`src/rtl/neurona_scheduler.sv`:
```
// ---------------------------------------------------------------------------
// neurona_scheduler
//
// Time-multiplexed controller for the 7x7 binary-image neuron layer. One
// shared accumulator walks through N_NEURONS neurons in turn. For each neuron
// it reads N_PIXELS signed weights from a synchronous ROM and adds the weights
// whose pixel is set. It then keeps the neuron with the highest score. A tie
// keeps the lower index.
//
// Ports:
//   clk          rising-edge clock
//   reset_n      asynchronous active-low reset
//   start        classification request, sampled only while idle
//   pixels       binary image, bit i = pixel i, captured when start is accepted
//   weight_addr  ROM address = neuron*N_PIXELS + pixel index (registered)
//   weight_rd_en ROM read enable (registered)
//   weight_data  signed ROM data, valid one cycle after its address
//   busy         high from the cycle after acceptance through the done cycle
//   done         one-cycle pulse; class_out/score_out are valid with it
//   class_out    index of the winning neuron, held between done pulses
//   score_out    score of the winning neuron, held between done pulses
//   state_dbg    current FSM state (0 idle, 1 run, 2 drain, 3 cmp, 4 done)
//
// Handshake: start is a level sampled on each rising edge while idle. The
// first edge that sees start=1 accepts the request. While busy, start is
// ignored and is not queued. The ROM has no back-pressure. The address issued
// in cycle t is answered on weight_data in cycle t+1.
// ---------------------------------------------------------------------------
module neurona_scheduler #(
    parameter int N_PIXELS   = 49,
    parameter int N_NEURONS  = 10,
    parameter int W_WIDTH    = 8,
    parameter int ACC_WIDTH  = 16,
    parameter int ADDR_WIDTH = 9,
    parameter int IDX_WIDTH  = 4
) (
    input  logic                  clk,
    input  logic                  reset_n,
    input  logic                  start,
    input  logic [N_PIXELS-1:0]   pixels,
    output logic [ADDR_WIDTH-1:0] weight_addr,
    output logic                  weight_rd_en,
    input  logic [W_WIDTH-1:0]    weight_data,
    output logic                  busy,
    output logic                  done,
    output logic [IDX_WIDTH-1:0]  class_out,
    output logic [ACC_WIDTH-1:0]  score_out,
    output logic [2:0]            state_dbg
);

    localparam int CNT_W = $clog2(N_PIXELS + 1);
    localparam logic signed [ACC_WIDTH-1:0] ACC_MIN = {1'b1, {(ACC_WIDTH-1){1'b0}}};

    typedef enum logic [2:0] {
        S_IDLE  = 3'd0,
        S_RUN   = 3'd1,
        S_DRAIN = 3'd2,
        S_CMP   = 3'd3,
        S_DONE  = 3'd4
    } state_t;

    state_t state, state_nxt;

    logic [N_PIXELS-1:0]          pix_r;
    logic [CNT_W-1:0]             idx;
    logic [IDX_WIDTH-1:0]         neuron;
    logic signed [ACC_WIDTH-1:0]  acc;
    logic signed [ACC_WIDTH-1:0]  best_score;
    logic [IDX_WIDTH-1:0]         best_idx;

    logic [CNT_W-1:0]             term_k;
    logic signed [ACC_WIDTH-1:0]  term;
    logic                         last_pixel;
    logic                         last_neuron;
    logic signed [ACC_WIDTH-1:0]  best_score_nxt;
    logic [IDX_WIDTH-1:0]         best_idx_nxt;

    logic [ADDR_WIDTH-1:0]        addr_nxt;
    logic                         rd_en_nxt;
    logic                         busy_nxt;
    logic                         done_nxt;
    logic [IDX_WIDTH-1:0]         class_nxt;
    logic [ACC_WIDTH-1:0]         score_nxt;

    assign last_pixel  = (idx == CNT_W'(N_PIXELS - 1));
    assign last_neuron = (neuron == IDX_WIDTH'(N_NEURONS - 1));
    assign state_dbg   = state;

    // The data on weight_data belongs to the address issued in the previous
    // cycle. So the pixel that gates the term is always idx-1.
    always_comb begin
        term_k = idx - CNT_W'(1);
        term   = '0;
        if (pix_r[term_k]) begin
            term = {{(ACC_WIDTH-W_WIDTH){weight_data[W_WIDTH-1]}}, weight_data};
        end
    end

    // Strict greater-than, so on a tie the earlier (lower) neuron stays best.
    always_comb begin
        best_score_nxt = best_score;
        best_idx_nxt   = best_idx;
        if (state == S_CMP && acc > best_score) begin
            best_score_nxt = acc;
            best_idx_nxt   = neuron;
        end
    end

    // ---------------- FSM: state register ----------------
    always_ff @(posedge clk or negedge reset_n) begin
        if (!reset_n) begin
            state <= S_IDLE;
        end else begin
            state <= state_nxt;
        end
    end

    // ---------------- FSM: next-state logic ----------------
    always_comb begin
        state_nxt = state;
        case (state)
            S_IDLE:  if (start) state_nxt = S_RUN;
            S_RUN:   if (last_pixel) state_nxt = S_DRAIN;
            S_DRAIN: state_nxt = S_CMP;
            S_CMP:   state_nxt = last_neuron ? S_DONE : S_RUN;
            S_DONE:  state_nxt = S_IDLE;
            default: state_nxt = S_IDLE;
        endcase
    end

    // ---------------- FSM: output logic ----------------
    // These are the values the output registers take on the coming edge. So
    // every output is a flop and is valid in the first cycle of its state.
    always_comb begin
        addr_nxt  = weight_addr;
        rd_en_nxt = (state_nxt == S_RUN);
        busy_nxt  = (state_nxt != S_IDLE);
        done_nxt  = (state_nxt == S_DONE);
        class_nxt = class_out;
        score_nxt = score_out;
        case (state)
            S_IDLE: begin
                if (start) addr_nxt = '0;
            end
            S_RUN: begin
                if (state_nxt == S_RUN) addr_nxt = weight_addr + ADDR_WIDTH'(1);
            end
            S_CMP: begin
                // The neuron bases are contiguous, so the next neuron's first
                // address is the last address issued plus one.
                if (state_nxt == S_RUN) begin
                    addr_nxt = weight_addr + ADDR_WIDTH'(1);
                end else begin
                    class_nxt = best_idx_nxt;
                    score_nxt = best_score_nxt;
                end
            end
            default: ;
        endcase
    end

    always_ff @(posedge clk or negedge reset_n) begin
        if (!reset_n) begin
            weight_addr  <= '0;
            weight_rd_en <= 1'b0;
            busy         <= 1'b0;
            done         <= 1'b0;
            class_out    <= '0;
            score_out    <= '0;
        end else begin
            weight_addr  <= addr_nxt;
            weight_rd_en <= rd_en_nxt;
            busy         <= busy_nxt;
            done         <= done_nxt;
            class_out    <= class_nxt;
            score_out    <= score_nxt;
        end
    end

    // ---------------- datapath ----------------
    always_ff @(posedge clk or negedge reset_n) begin
        if (!reset_n) begin
            pix_r      <= '0;
            idx        <= '0;
            neuron     <= '0;
            acc        <= '0;
            best_score <= '0;
            best_idx   <= '0;
        end else begin
            case (state)
                S_IDLE: begin
                    if (start) begin
                        pix_r      <= pixels;
                        idx        <= '0;
                        neuron     <= '0;
                        acc        <= '0;
                        best_score <= ACC_MIN;
                        best_idx   <= '0;
                    end
                end
                S_RUN: begin
                    idx <= idx + CNT_W'(1);
                    if (idx != '0) acc <= acc + term;
                end
                S_DRAIN: begin
                    acc <= acc + term;
                end
                S_CMP: begin
                    best_score <= best_score_nxt;
                    best_idx   <= best_idx_nxt;
                    acc        <= '0;
                    idx        <= '0;
                    if (!last_neuron) neuron <= neuron + IDX_WIDTH'(1);
                end
                default: ;
            endcase
        end
    end

endmodule

```
`config.mk`:
```
export PLATFORM = sky130hd
export DESIGN_NAME = neurona_scheduler
export DESIGN_NICKNAME = d
export VERILOG_FILES = /design/src/rtl/neurona_scheduler.sv
export SDC_FILE = /design/constraint.sdc
export NUM_CORES = 1
export LEC_CHECK = 0
export CORE_UTILIZATION = 50
export CTS_BUF_LIST = sky130_fd_sc_hd__clkbuf_16
export CTS_CLUSTER_SIZE = 8
export DETAILED_ROUTE_END_ITERATION = 10
export PLACE_DENSITY = 0.7
export SETUP_SLACK_MARGIN = 0.15
export SYNTH_ARGS = -nofsm -noshare
export SYNTH_HDL_FRONTEND = slang
export SYNTH_SLANG_ARGS = --single-unit
```
`constraint.sdc`:
```
create_clock -name clk -period 9.6 [get_ports clk]
set_input_delay 2.88 -clock clk [delete_from_list [all_inputs] [get_ports clk]]
set_output_delay 2.88 -clock clk [all_outputs]
set_load 0.1 [all_outputs]
```
* Yosys cells after proc, flatten, opt, wreduce, memory -nomap -nowiden
Index checks and enable logic that the tools add are counted.
Word-level totals: register bits 130
Operators by class: bitwise operators 1, muxes and demuxes 23, reduce and logical (&&, ||, !) cells 16, equal/unequal tests 11, add/subtract/negate cells 5, order comparisons 2
Operators with widths (number):
- 16-bit two-way mux | 5
- 16-bit case mux with 4 select lines | 1
- 16-bit case mux with 2 select lines | 1
- 9-bit two-way mux | 2
- 6-bit case mux with 3 select lines | 1
- 9-bit case mux with 2 select lines | 1
- 16-bit adder | 1
- 16-bit greater-than comparator | 1
- 4-bit case mux with 2 select lines | 2
- 4-bit two-way mux | 3
- 3-bit case mux with 4 select lines | 1
- 9-bit by 1-bit adder with 9-bit output (second input constant) | 1
- 3-bit two-way mux | 3
- 3-bit AND reduction | 3
- 2-bit AND reduction | 4
- 6-bit by 7-bit less-than comparator with 1-bit output (second input constant) | 1
- 6-bit by 1-bit adder with 6-bit output (second input constant) | 1
- 1-bit binary-select mux with 6-bit select | 1
- 3-bit by 1-bit equality test with 1-bit output (second input constant) | 2
- 3-bit by 2-bit equality test with 1-bit output (second input constant) | 2
- 6-bit equality test (second input constant) | 1
- 6-bit two-way mux | 1
- 2-bit != test (second input constant) | 3
- 3-bit nonzero test | 2
- other kinds (13) | 14

* Depth between registers and ports, before layout
Gate-level depths: netlist (run 1).
word-level depth 7, mapped depth 21

* Worst setup path before layout (run 1)
Ideal clock, no wire load.
kind input to register, start point input port weight_data[7], end point register acc[15], library setup time 0.104 ns, data required time 9.496 ns, path slack 4.111 ns, data arrival time 5.386 ns, stages on the path 11, cells stage by stage nand2_1 nor2_1 ha_1 and2_1 o31a_1 o21ai_0 a21oi_1 o311ai_0 a211oi_1 or4b_1 o311ai_1
Between the ends: word-level cells in the longest chain between the ends 4
Ends and longest elaborated chain:
- start, declared | line 43 | input logic [W_WIDTH-1:0] weight_data,
- 16-bit two-way mux (*) | line 94 | if (pix_r[term_k]) begin
- 16-bit adder (*) | line 203, 206
- 16-bit two-way mux | line 203 | if (idx != '0) acc <= acc + term;
- 16-bit case mux with 4 select lines (*) | line 190 | case (state)
- end signal, assigned | line 203
- end signal, assigned | line 206 | acc <= acc + term;
- end, declared | line 67 | logic signed [ACC_WIDTH-1:0] acc;
Every way passes the cells marked *; elsewhere a longest branch is shown, timed or not. The select of a mux whose other input is x is not followed. A chain may end at the register's enable or synchronous reset.

* Worst setup path after layout (run 1)
start point register idx[0], end point register acc[10]
Between the ends: word-level cells in the longest chain between the ends 7, elaborated cells on any way between the ends 10, those cells by class 2 x add/sub; 1 x eq/ne; 5 x mux; 2 x reduce/logical
Ends and longest elaborated chain:
- start, declared | line 65 | logic [CNT_W-1:0] idx;
- start signal, assigned | line 202 | idx <= idx + CNT_W'(1);
- 6-bit by 1-bit subtractor with 6-bit output | line 92 | term_k = idx - CNT_W'(1);
- 1-bit binary-select mux with 6-bit select | line 94
- 1-bit two-way mux (not written as such) | line 94
- 16-bit two-way mux | line 94
- 16-bit adder | line 203, 206
- 16-bit two-way mux | line 203
- 16-bit case mux with 4 select lines | line 190
Parallel ways exist; a longest one is shown, timed or not. The select of a mux whose other input is x is not followed.

==> results of run 1 <==
## cell families (layout without fill, tap and decap cells)
| group | Yosys count | after routing |
|---|---|---|
| and+or+nand+nor | 157 | 157 |
| AOI/OAI and AO/OA | 134 | 134 |
| DFF | 130 | 130 |
| muxes | 69 | 69 |
| buffers and inverters | 60 | 161 |
| adders and majority gates | 37 | 37 |
| xor gates and xnor gates | 30 | 30 |
## placed cells by master, fill, tap and decap left out, types with 7 or more instances in the layout
| master | synthesis | routed |
|---|---|---|
| dfrtp_1 | 130 | 130 |
| clkdlybuf4s50_1 | 0 | 93 |
| nor2_1 | 52 | 52 |
| mux2_2 | 51 | 51 |
| ha_1 | 36 | 36 |
| o21ai_0 | 34 | 34 |
| inv_1 | 30 | 33 |
| nand2_1 | 33 | 33 |
| nand3_1 | 25 | 25 |
| a22o_1 | 24 | 24 |
| a21oi_1 | 19 | 19 |
| a31oi_1 | 19 | 19 |
| xor2_1 | 18 | 18 |
| clkbuf_16 | 0 | 17 |
| xnor2_1 | 11 | 11 |
| and2_1 | 11 | 11 |
| mux4_1 | 10 | 10 |
| a21o_1 | 8 | 8 |
| nand4_1 | 7 | 7 |
| buf_4 | 0 | 7 |
## worst paths after layout
kind | from | to | slack (ps) | depth (start not counted)
min in group asynchronous | reset_n | pix_r[3] | 2530 | 1
worst min register to register | class_out[3] | class_out[3] | 470 | 2
worst max-delay path | idx[0] | acc[10] | 3610 | 17
worst min-delay path | class_out[3] | class_out[3] | 470 | 2
worst max register to register | idx[0] | acc[10] | 3610 | 17
max in group asynchronous | reset_n | best_score[4] | 5670 | 2
## stage by stage
stage,hold WS [ps],std cells
3_3_place_gp,458,863
3_5_place_dp,467,863
4_1_cts,479,894
2_1_floorplan,466,617
6_report,472,894
5_1_grt,517,894
## flip-flops by register name (all words and copies together), names as in the netlist, 3 cells and up
register and cells:
neuron 4, score_out 16, best_score 16, state_dbg 3, class_out 4, acc 16
pix_r 49, idx 6, weight_addr 9, best_idx 4
## per-layer routing
metal  part of all wire  global-route usage  wire, µm
met1               0.46               0.319      7220
met2               0.48               0.379      7570
met3              0.045              0.0685       715
met4              0.014              0.0791       224
met5                  0                   0         0
## tightest hold or removal path, cell delays in order, from the launching register on
cell and delay, ps:
dfrtp_1 340, nand2_1 50, nand2_1 50
## cell usage after synthesis, drive strengths merged (2+ instances only)
cell type and n:
a211oi 3, a21o 8, a21oi 19, a22o 24
a31oi 19, and2 11, and3 3, and4 3
buf 4, clkbuf 26, dfrtp 130, ha 36
inv 30, mux2 51, mux2i 4, mux4 14
nand2 33, nand2b 2, nand3 25, nand4 7
nor2 52, nor2b 3, nor3 7, o211ai 4
o21a 3, o21ai 35, o21bai 3, o311ai 2
o31a 2, o31ai 4, or2 3, or3 3
xnor2 11, xor2 19
## area by class of cell
| class | count | area, µm² | share of cell area |
|---|---|---|---|
| tap | 176 | 220 | 0.0257 |
| timing repair buffer | 100 | 983 | 0.115 |
| multi-input combinational | 427 | 3370 | 0.394 |
| clock inverter | 14 | 198 | 0.0231 |
| clock buffer | 17 | 425 | 0.0497 |
| inverter | 30 | 113 | 0.0131 |
| sequential | 130 | 3250 | 0.380 |
## power by group through the flow
stage          logic [mW]  clock network [mW]  registers [mW]
2_1_floorplan        1.21                   0            1.12
3_3_place_gp         1.65                   0           0.995
3_5_place_dp         1.72                   0            1.00
4_1_cts              1.74               0.697           0.999
5_1_grt              1.90               0.722            1.03
6_report             1.74               0.687            1.00
==> results.json, run 1 <==
{
  "relSlewSlack": 0.174,
  "synth_top_family_by_area": "multiplexers",
  "ys_warn_count": 0,
  "netSwitchingFraction": 0.407,
  "n_fill_cell": 1073,
  "final-hold-violation-count": 0,
  "cts_sinks": 130,
  "drtIter0Drc": 304,
  "finalNetCount": 803,
  "hp-class": "reg2reg",
  "synthAdderAreaFrac": 0.0684,
  "overflow": 0,
  "synth_top_area_frac": 0.473,
  "cpPeakStageDelay_ps": 850,
  "finalSetupTns_ps": 0,
  "antenna_found_initial": 0,
  "cp_max_fo": 16,
  "root_buffer": "clkbuf_16",
  "tritoncts": "built",
  "crit_required_ps": 9900,
  "synth.area.mux_share": 0.141,
  "peakVddDrop_v": 0.000236,
  "end_kind": "flip-flop",
  "post_synth_and_or_nand_nor_area_fraction": 0.109,
  "chipHeight_um": 119,
  "crit_top_cell": "a21oi_1",
  "combinationalPowerShare": 0.507,
  "htreeDepth": 4,
  "pwr-share-seq": 0.293,
  "place_congestion": 0.885,
  "first_pass_iters": 4,
  "p_per_area_mw_per_mm2": 400,
  "place_area_mm2": 0.00794,
  "grt_pass1_vias": 5283,
  "portBuffers": 94,
  "synth_nets": 714,
  "core_area_mm2": 0.0133,
  "power_frac_clock": 0.200,
  "slew_viol_final": 0,
  "setup_viol": 0,
  "cts_hold_buf": 0,
  "syn_to_final_growth_pct": 24.6,
  "ios": 95,
  "fin_area_mm2": 0.00857,
  "numCtsBuffers": 17,
  "crit_slowest_cell": "dfrtp_1",
  "syn-cell-area_mm2": 0.00688,
  "ys.flop_type": "dfrtp_1",
  "p_sw_mw": 1.40,
  "yosysTopAreaCell": "dfrtp_1",
  "min_period_over_period": 0.624,
  "dieArea_mm2": 0.0142,
  "ant_nets": 0,
  "yosys_register_bits": 130,
  "yosysSeqAreaShare": 0.473,
  "dieWidth_um": 119,
  "run_status": "complete, no violations",
  "synth-xor-area-share": 0.0393,
  "final_util": 0.642,
  "row_count": 42,
  "cts_resized": 0,
  "synth_area_leaders": "dfrtp_1, mux2_2, ha_1, mux4_1, a22o_1",
  "async_reset_ff_frac": 1.00,
  "drc": 0,
  "clockBufferDepth": 2,
  "synth_cell_types": 57,
  "synth_compound_area_frac": 0.132,
  "fmax_mhz": 167,
  "grtUsageTotal": 0.240,
  "max-cap-violations": 0,
  "p_int_mw": 2.03,
  "worst_slack_ps": 3610,
  "vias": 5170,
  "post_cts_buffers": 0,
  "syn_avg_cell_area_um2": 11.1,
  "syn_inst": 617,
  "p_leak_nw": 3.81,
  "detailed_place_hpwl_um": 11100,
  "routedWlPerCell_um": 17.6,
  "clk-insertion-delay-late_ps": 420,
  "place_ws_ps": 3270,
  "critPathBufInv": 1,
  "drive_above_1_share": 0.135,
  "rsz0062_at_grt": "no",
  "routed_wl_um": 15700,
  "via_per_inst": 5.78,
  "grt_max_degree": 74,
  "antenna_cells": 0,
  "cp_data_arrival_time_ps": 6290,
  "post-route-min-period_ps": 5990,
  "cp_top_family": "compound AO/OA/AOI/OAI gates",
  "tightest_slew_ps": 1240,
  "crit_chain": "inv_1 -> ha_1 -> mux4_2 -> mux4_2 -> a211oi_4 -> a21oi_1 -> and2_1 -> ha_1 -> fa_1 -> a21o_1 -> a21oi_1 -> o21bai_1 -> a21oi_1 -> o21ai_0 -> a2111oi_0 -> xnor2_1 -> a22o_1",
  "grt_pass1_wl_um": 26500,
  "critPathKind": "reg2reg",
  "start_kind": "flip-flop",
  "synth_edf_count": 0,
  "initial_core_util": 0.515,
  "finalPower_mw": 3.43,
  "clock_skew_ps": 9.27,
  "clk_pin_slew_worst_paths_ps": 50
}
No activity file was read; power rests on OpenSTA's default activity.
==> inputs of run 2 (changes only) <==
--- a/config.mk
+++ b/config.mk
@@ -9,7 +9,7 @@
 export CTS_BUF_LIST = sky130_fd_sc_hd__clkbuf_16
 export CTS_CLUSTER_SIZE = 8
 export DETAILED_ROUTE_END_ITERATION = 10
-export PLACE_DENSITY = 0.7
+export PLACE_DENSITY = 0.73
 export SETUP_SLACK_MARGIN = 0.15
 export SYNTH_ARGS = -nofsm -noshare
 export SYNTH_HDL_FRONTEND = slang
==> constraint.sdc (replaced) <==
create_clock -name clk -period 5.2 [get_ports clk]
set_input_delay 1.56 -clock clk [delete_from_list [all_inputs] [get_ports clk]]
set_output_delay 1.56 -clock clk [all_outputs]
set_load 0.1 [all_outputs]
==> run 2 against run 1 <==
Effect of this change:
- sequential power rose by 85%
- largest cell class unchanged
- sequential share of layout area fell by 0.074 points
- flip-flop and latch count did not move
- highest routed layer unchanged
==> results.json, run 2 (synthesis results as in run 1) <==
{
  "min_period_over_period": 0.932,
  "clk_pin_slew_worst_paths_ps": 60,
  "fmax_mhz": 206,
  "finalNonFillerCells": 900,
  "finalSetupTns_ps": 0,
  "ant_nets": 0,
  "cp_max_fo": 9,
  "initial_core_util": 0.515,
  "antenna_found_initial": 0,
  "post_cts_buffers": 0,
  "p_leak_nw": 3.79,
  "clk-insertion-delay-late_ps": 430,
  "first_pass_iters": 6,
  "numCtsBuffers": 17,
  "setup_viol": 0,
  "hp-class": "reg2reg",
  "hp-start": "class_out[3]",
  "largest_reg_flops": 49,
  "critPathKind": "reg2reg",
  "dieArea_mm2": 0.0142,
  "grt_pass1_wl_um": 26600,
  "cp_data_arrival_time_ps": 5160,
  "relSlewSlack": 0.190,
  "crit_slowest_cell": "mux4_2",
  "drive_above_1_share": 0.155,
  "clockBufferDepth": 2,
  "crit_required_ps": 5510,
  "r2r-start": "idx[0]",
  "end_kind": "flip-flop",
  "portBuffers": 94,
  "drtIter0Drc": 338,
  "grt_pass1_vias": 5371,
  "start_kind": "flip-flop",
  "max-cap-violations": 0,
  "detailed_place_hpwl_um": 11300,
  "routed_wl_um": 15900,
  "root_buffer": "clkbuf_16",
  "peakVddDrop_v": 0.000378,
  "row_count": 42,
  "core_area_mm2": 0.0133,
  "drc": 0,
  "hold_slack_ps": 476,
  "vias": 5207,
  "dp.cells": 868,
  "p_per_area_mw_per_mm2": 731,
  "antenna_cells": 0,
  "grt_max_degree": 82,
  "post-route-min-period_ps": 4850,
  "place_congestion": 0.888,
  "cts_sinks": 130,
  "top_register": "pix_r",
  "run_status": "complete, no violations",
  "slew_viol_final": 0,
  "tightest_slew_ps": 1210,
  "clock_skew_ps": 6.59,
  "finalNetCount": 808,
  "tritoncts": "built",
  "routedWlPerCell_um": 17.7,
  "crit_chain": "inv_1 -> ha_2 -> mux4_2 -> mux4_2 -> a211oi_4 -> a21oi_2 -> and2_1 -> ha_1 -> fa_1 -> a21o_1 -> a21oi_1 -> o21bai_1 -> a21oi_1 -> o21ai_1 -> a2111oi_2 -> xnor2_1 -> a22o_1",
  "chipHeight_um": 119,
  "crit_start": "idx[0]",
  "syn_to_final_growth_pct": 24.8,
  "dieWidth_um": 119,
  "cpPeakStageDelay_ps": 520,
  "via_per_inst": 5.79,
  "layout_commonest_cell": "dfrtp_1",
  "overflow": 0,
  "final-hold-violation-count": 0,
  "rsz0062_at_grt": "no",
  "grtUsageTotal": 0.241,
  "htreeDepth": 4,
  "final_cell_mix": "dfrtp_1, clkdlybuf4s50_1, nor2_1, mux2_2, ha_1",
  "ios": 95
}
[run 2: cell types whose count changed in the layout (fill, tap and decap cells not counted), moves of 3 or more]
cell        change
buf_4           +5
clkinvlp_4      +5
bufinv_16       -3
inv_1           -3
[run 2: final cells by class]
type | count | area [µm²]
Inverter | 30 | 113
Timing Repair Buffer | 105 | 1020
Clock buffer | 17 | 425
Clock inverter | 15 | 141
Tap cell | 176 | 220
Sequential cell | 130 | 3250
Multi-Input combinational cell | 427 | 3410
Fill cell | 1052 | 4760
[run 2: critical path, delay by kind of cell, from the launching register on]
| kind | cells | cell delay [ps] |
|---|---|---|
| AOI/OAI and AO/OA | 9 | 1990 |
| adders and majority gates | 3 | 1050 |
| muxes | 2 | 840 |
| DFF | 1 | 430 |
| and+or+nand+nor | 1 | 210 |
| buffers and inverters | 1 | 100 |
| xor gates and xnor gates | 1 | 100 |
[run 2: timing repair]
action                                  4_1_cts  5_1_grt
gates cloned                                  0        0
hold buffers                                  0        0
hold endpoints to repair                      0        0
pin swaps                                     0        1
resized for setup                             2       11
endpoints found under the setup margin        2        5
[run 2: final timing paths]
path,end,slack [ps],cells after the start
max,acc[10],350,17
max reg2reg,acc[10],350,17
max in group asynchronous,pix_r[10],2950,2
min reg2reg,class_out[3],480,2
min,class_out[3],480,2
min in group asynchronous,best_idx[0],1300,1
[run 2: metal layers]
metal	part of all wire	wire length, µm	track usage
met1	0.44	6970	0.310
met2	0.49	7810	0.387
met3	0.052	825	0.0675
met4	0.020	323	0.0926
met5	0	0	0
[run 2: metrics by stage]
| stage | area, µm² | util | setup WS [ps] | power [mW] |
|---|---|---|---|---|
| global placement | 7980 | 0.598 | 233 | 4.89 |
| floorplan | 6880 | - | 274 | 4.29 |
| CTS | 8550 | 0.641 | 13.5 | 6.24 |
| global route | 8590 | 0.643 | 143 | 6.73 |
| detailed placement | 7980 | 0.598 | 43.8 | 5.04 |
| finish | 8590 | 0.643 | 355 | 6.28 |
[run 2: power by group]
group          internal [mW]  switching [mW]
Combinational           1.52            1.76
Clock                  0.698           0.454
Sequential              1.45           0.405
Total                   3.66            2.62
==> inputs of run 3 (changes only) <==
--- a/config.mk
+++ b/config.mk
@@ -5,11 +5,11 @@
 export SDC_FILE = /design/constraint.sdc
 export NUM_CORES = 1
 export LEC_CHECK = 0
-export CORE_UTILIZATION = 50
+export CORE_UTILIZATION = 45
 export CTS_BUF_LIST = sky130_fd_sc_hd__clkbuf_16
 export CTS_CLUSTER_SIZE = 8
 export DETAILED_ROUTE_END_ITERATION = 10
-export PLACE_DENSITY = 0.73
+export PLACE_DENSITY = 0.66
 export SETUP_SLACK_MARGIN = 0.15
 export SYNTH_ARGS = -nofsm -noshare
 export SYNTH_HDL_FRONTEND = slang
==> run 3 against run 2 <==
Effect of this change:
- the flow now finishes with violations (design-rule violations)
- global-route usage shrank 2.9 points
- sequential share of layout area down 0.33 points
- power grew 0.62%
- sequential power shrank 2%
- core utilization decreased by 5.4 points
- design area increased by 0.83%
- register-to-register slack gained 130 ps
- flip-flop and latch count unchanged
- largest cell class unchanged
- highest routed layer unchanged
==> results.json, run 3 (synthesis results as in run 1) <==
{
  "r2r-end": "acc[10]",
  "grt_max_degree": 80,
  "p_leak_nw": 3.82,
  "chipHeight_um": 126,
  "largest_reg_flops": 49,
  "core_area_mm2": 0.0147,
  "grt_pass1_wl_um": 26000,
  "cp_max_fo": 9,
  "syn_to_final_growth_pct": 25.9,
  "drc": 7,
  "layout_commonest_cell": "dfrtp_1",
  "drtIter0Drc": 343,
  "crit_required_ps": 5510,
  "htreeDepth": 4,
  "overflow": 0,
  "hp-start": "class_out[3]",
  "ant_nets": 0,
  "top_register": "pix_r",
  "dieArea_mm2": 0.0158,
  "finalSetupTns_ps": 0,
  "place_congestion": 0.870,
  "routed_wl_um": 15700,
  "root_buffer": "clkbuf_16",
  "via_per_inst": 5.61,
  "place_area_mm2": 0.00802,
  "initial_core_util": 0.468,
  "grtUsageTotal": 0.213,
  "portBuffers": 94,
  "min_period_over_period": 0.906,
  "post_cts_buffers": 0,
  "detailed_place_hpwl_um": 11100,
  "critPathKind": "reg2reg",
  "cts_sinks": 130,
  "finalNetCount": 809,
  "relSlewSlack": 0.320,
  "antenna_cells": 0,
  "r2r_slack_ps": 490,
  "final-hold-violation-count": 0,
  "clk-insertion-delay-late_ps": 430,
  "first_pass_iters": 8,
  "ios": 95,
  "hp-class": "reg2reg",
  "cp_data_arrival_time_ps": 5020,
  "clockBufferDepth": 2,
  "antenna_found_initial": 0,
  "post-route-min-period_ps": 4710,
  "final_cell_mix": "dfrtp_1, clkdlybuf4s50_1, nor2_1, mux2_2, ha_1",
  "fin_area_mm2": 0.00866,
  "grt_pass1_vias": 5103,
  "tightest_slew_ps": 1020,
  "p_per_area_mw_per_mm2": 730,
  "numCtsBuffers": 17,
  "routedWlPerCell_um": 17.3,
  "hold_end": "class_out[3]",
  "fmax_mhz": 212,
  "ff2ff_path_depth": 17,
  "cts_resized": 1,
  "tritoncts": "built",
  "row_count": 44,
  "setup_viol": 0,
  "end_kind": "flip-flop",
  "peakVddDrop_v": 0.000301,
  "cts_hold_buf": 0,
  "rsz0062_at_grt": "no",
  "clk_pin_slew_worst_paths_ps": 60,
  "start_kind": "flip-flop",
  "r2r-start": "idx[1]",
  "vias": 5096,
  "dieWidth_um": 126,
  "min_path_cells": 2,
  "clock_skew_ps": 10.2,
  "drive_above_1_share": 0.157,
  "run_status": "finished with violations",
  "violations": "design-rule violations",
  "slew_viol_final": 0,
  "max-cap-violations": 0
}
run 3: cell count changes in the layout (fill, tap and decap cells not counted), moves of 2 or more:
cell	delta
clkinv_1	-3
o21ai_1	-2
inv_6	+2
clkinv_2	-3
clkinv_4	+2
run 3: where the power goes:
group	internal, mW	switching [mW]	leakage, nW
combinational	1.53	1.75	1.89
clock	0.758	0.471	0.284
sequential	1.45	0.363	1.64
total	3.73	2.59	3.82
run 3: worst max path at each step:
stage / to / start / slack [ps]
after floorplan: acc[15] / idx[0] / 270
after global placement: acc[10] / idx[0] / 290
after detailed placement: acc[10] / idx[0] / 150
after CTS: acc[10] / idx[0] / 190
after global routing: acc[15] / idx[0] / 150
final: acc[10] / idx[1] / 490
run 3: metrics by stage:
| step | power (mW) | worst slack, ps | hold slack [ps] | std cells | util |
|---|---|---|---|---|---|
| 2_1_floorplan | 4.29 | 274 | 466 | 617 | - |
| 3_3_place_gp | 4.93 | 293 | 453 | 877 | 0.546 |
| 3_5_place_dp | 5.02 | 148 | 472 | 877 | 0.546 |
| 5_1_grt | 6.79 | 152 | 511 | 909 | 0.589 |
| 6_report | 6.32 | 487 | 475 | 909 | 0.589 |
| 4_1_cts | 6.30 | 194 | 485 | 909 | 0.587 |
run 3: worst max-delay path, cell delays in order (launching register included):
cell and delay [ps]:
dfrtp_1 430, inv_1 70, ha_2 460, mux4_1 330
mux4_2 520, a211oi_4 350, a21oi_2 110, and2_1 200
ha_1 200, fa_1 410, a21o_1 170, a21oi_1 240
o21bai_1 100, a21oi_1 250, o21ai_2 140, a2111oi_2 340
xnor2_1 100, a22o_1 180
run 3: routing by layer:
layer	vias to the layer above	GRT usage	share of wire	wire [µm]
met5	-	0	0	0
met4	0	0.0803	0.018	286
met3	23	0.0540	0.050	781
met1	2520	0.296	0.48	7490
li1	2431	-	-	-
met2	122	0.320	0.46	7170
run 3: final cells by class:
class | instances | area, µm²
fillers | 1208 | 6040
inverters | 30 | 113
multi-input cells | 427 | 3410
repair buffers | 106 | 1040
flip-flops and latches | 130 | 3250
clock buffers | 17 | 425
clock inverters | 15 | 184
well taps | 184 | 230
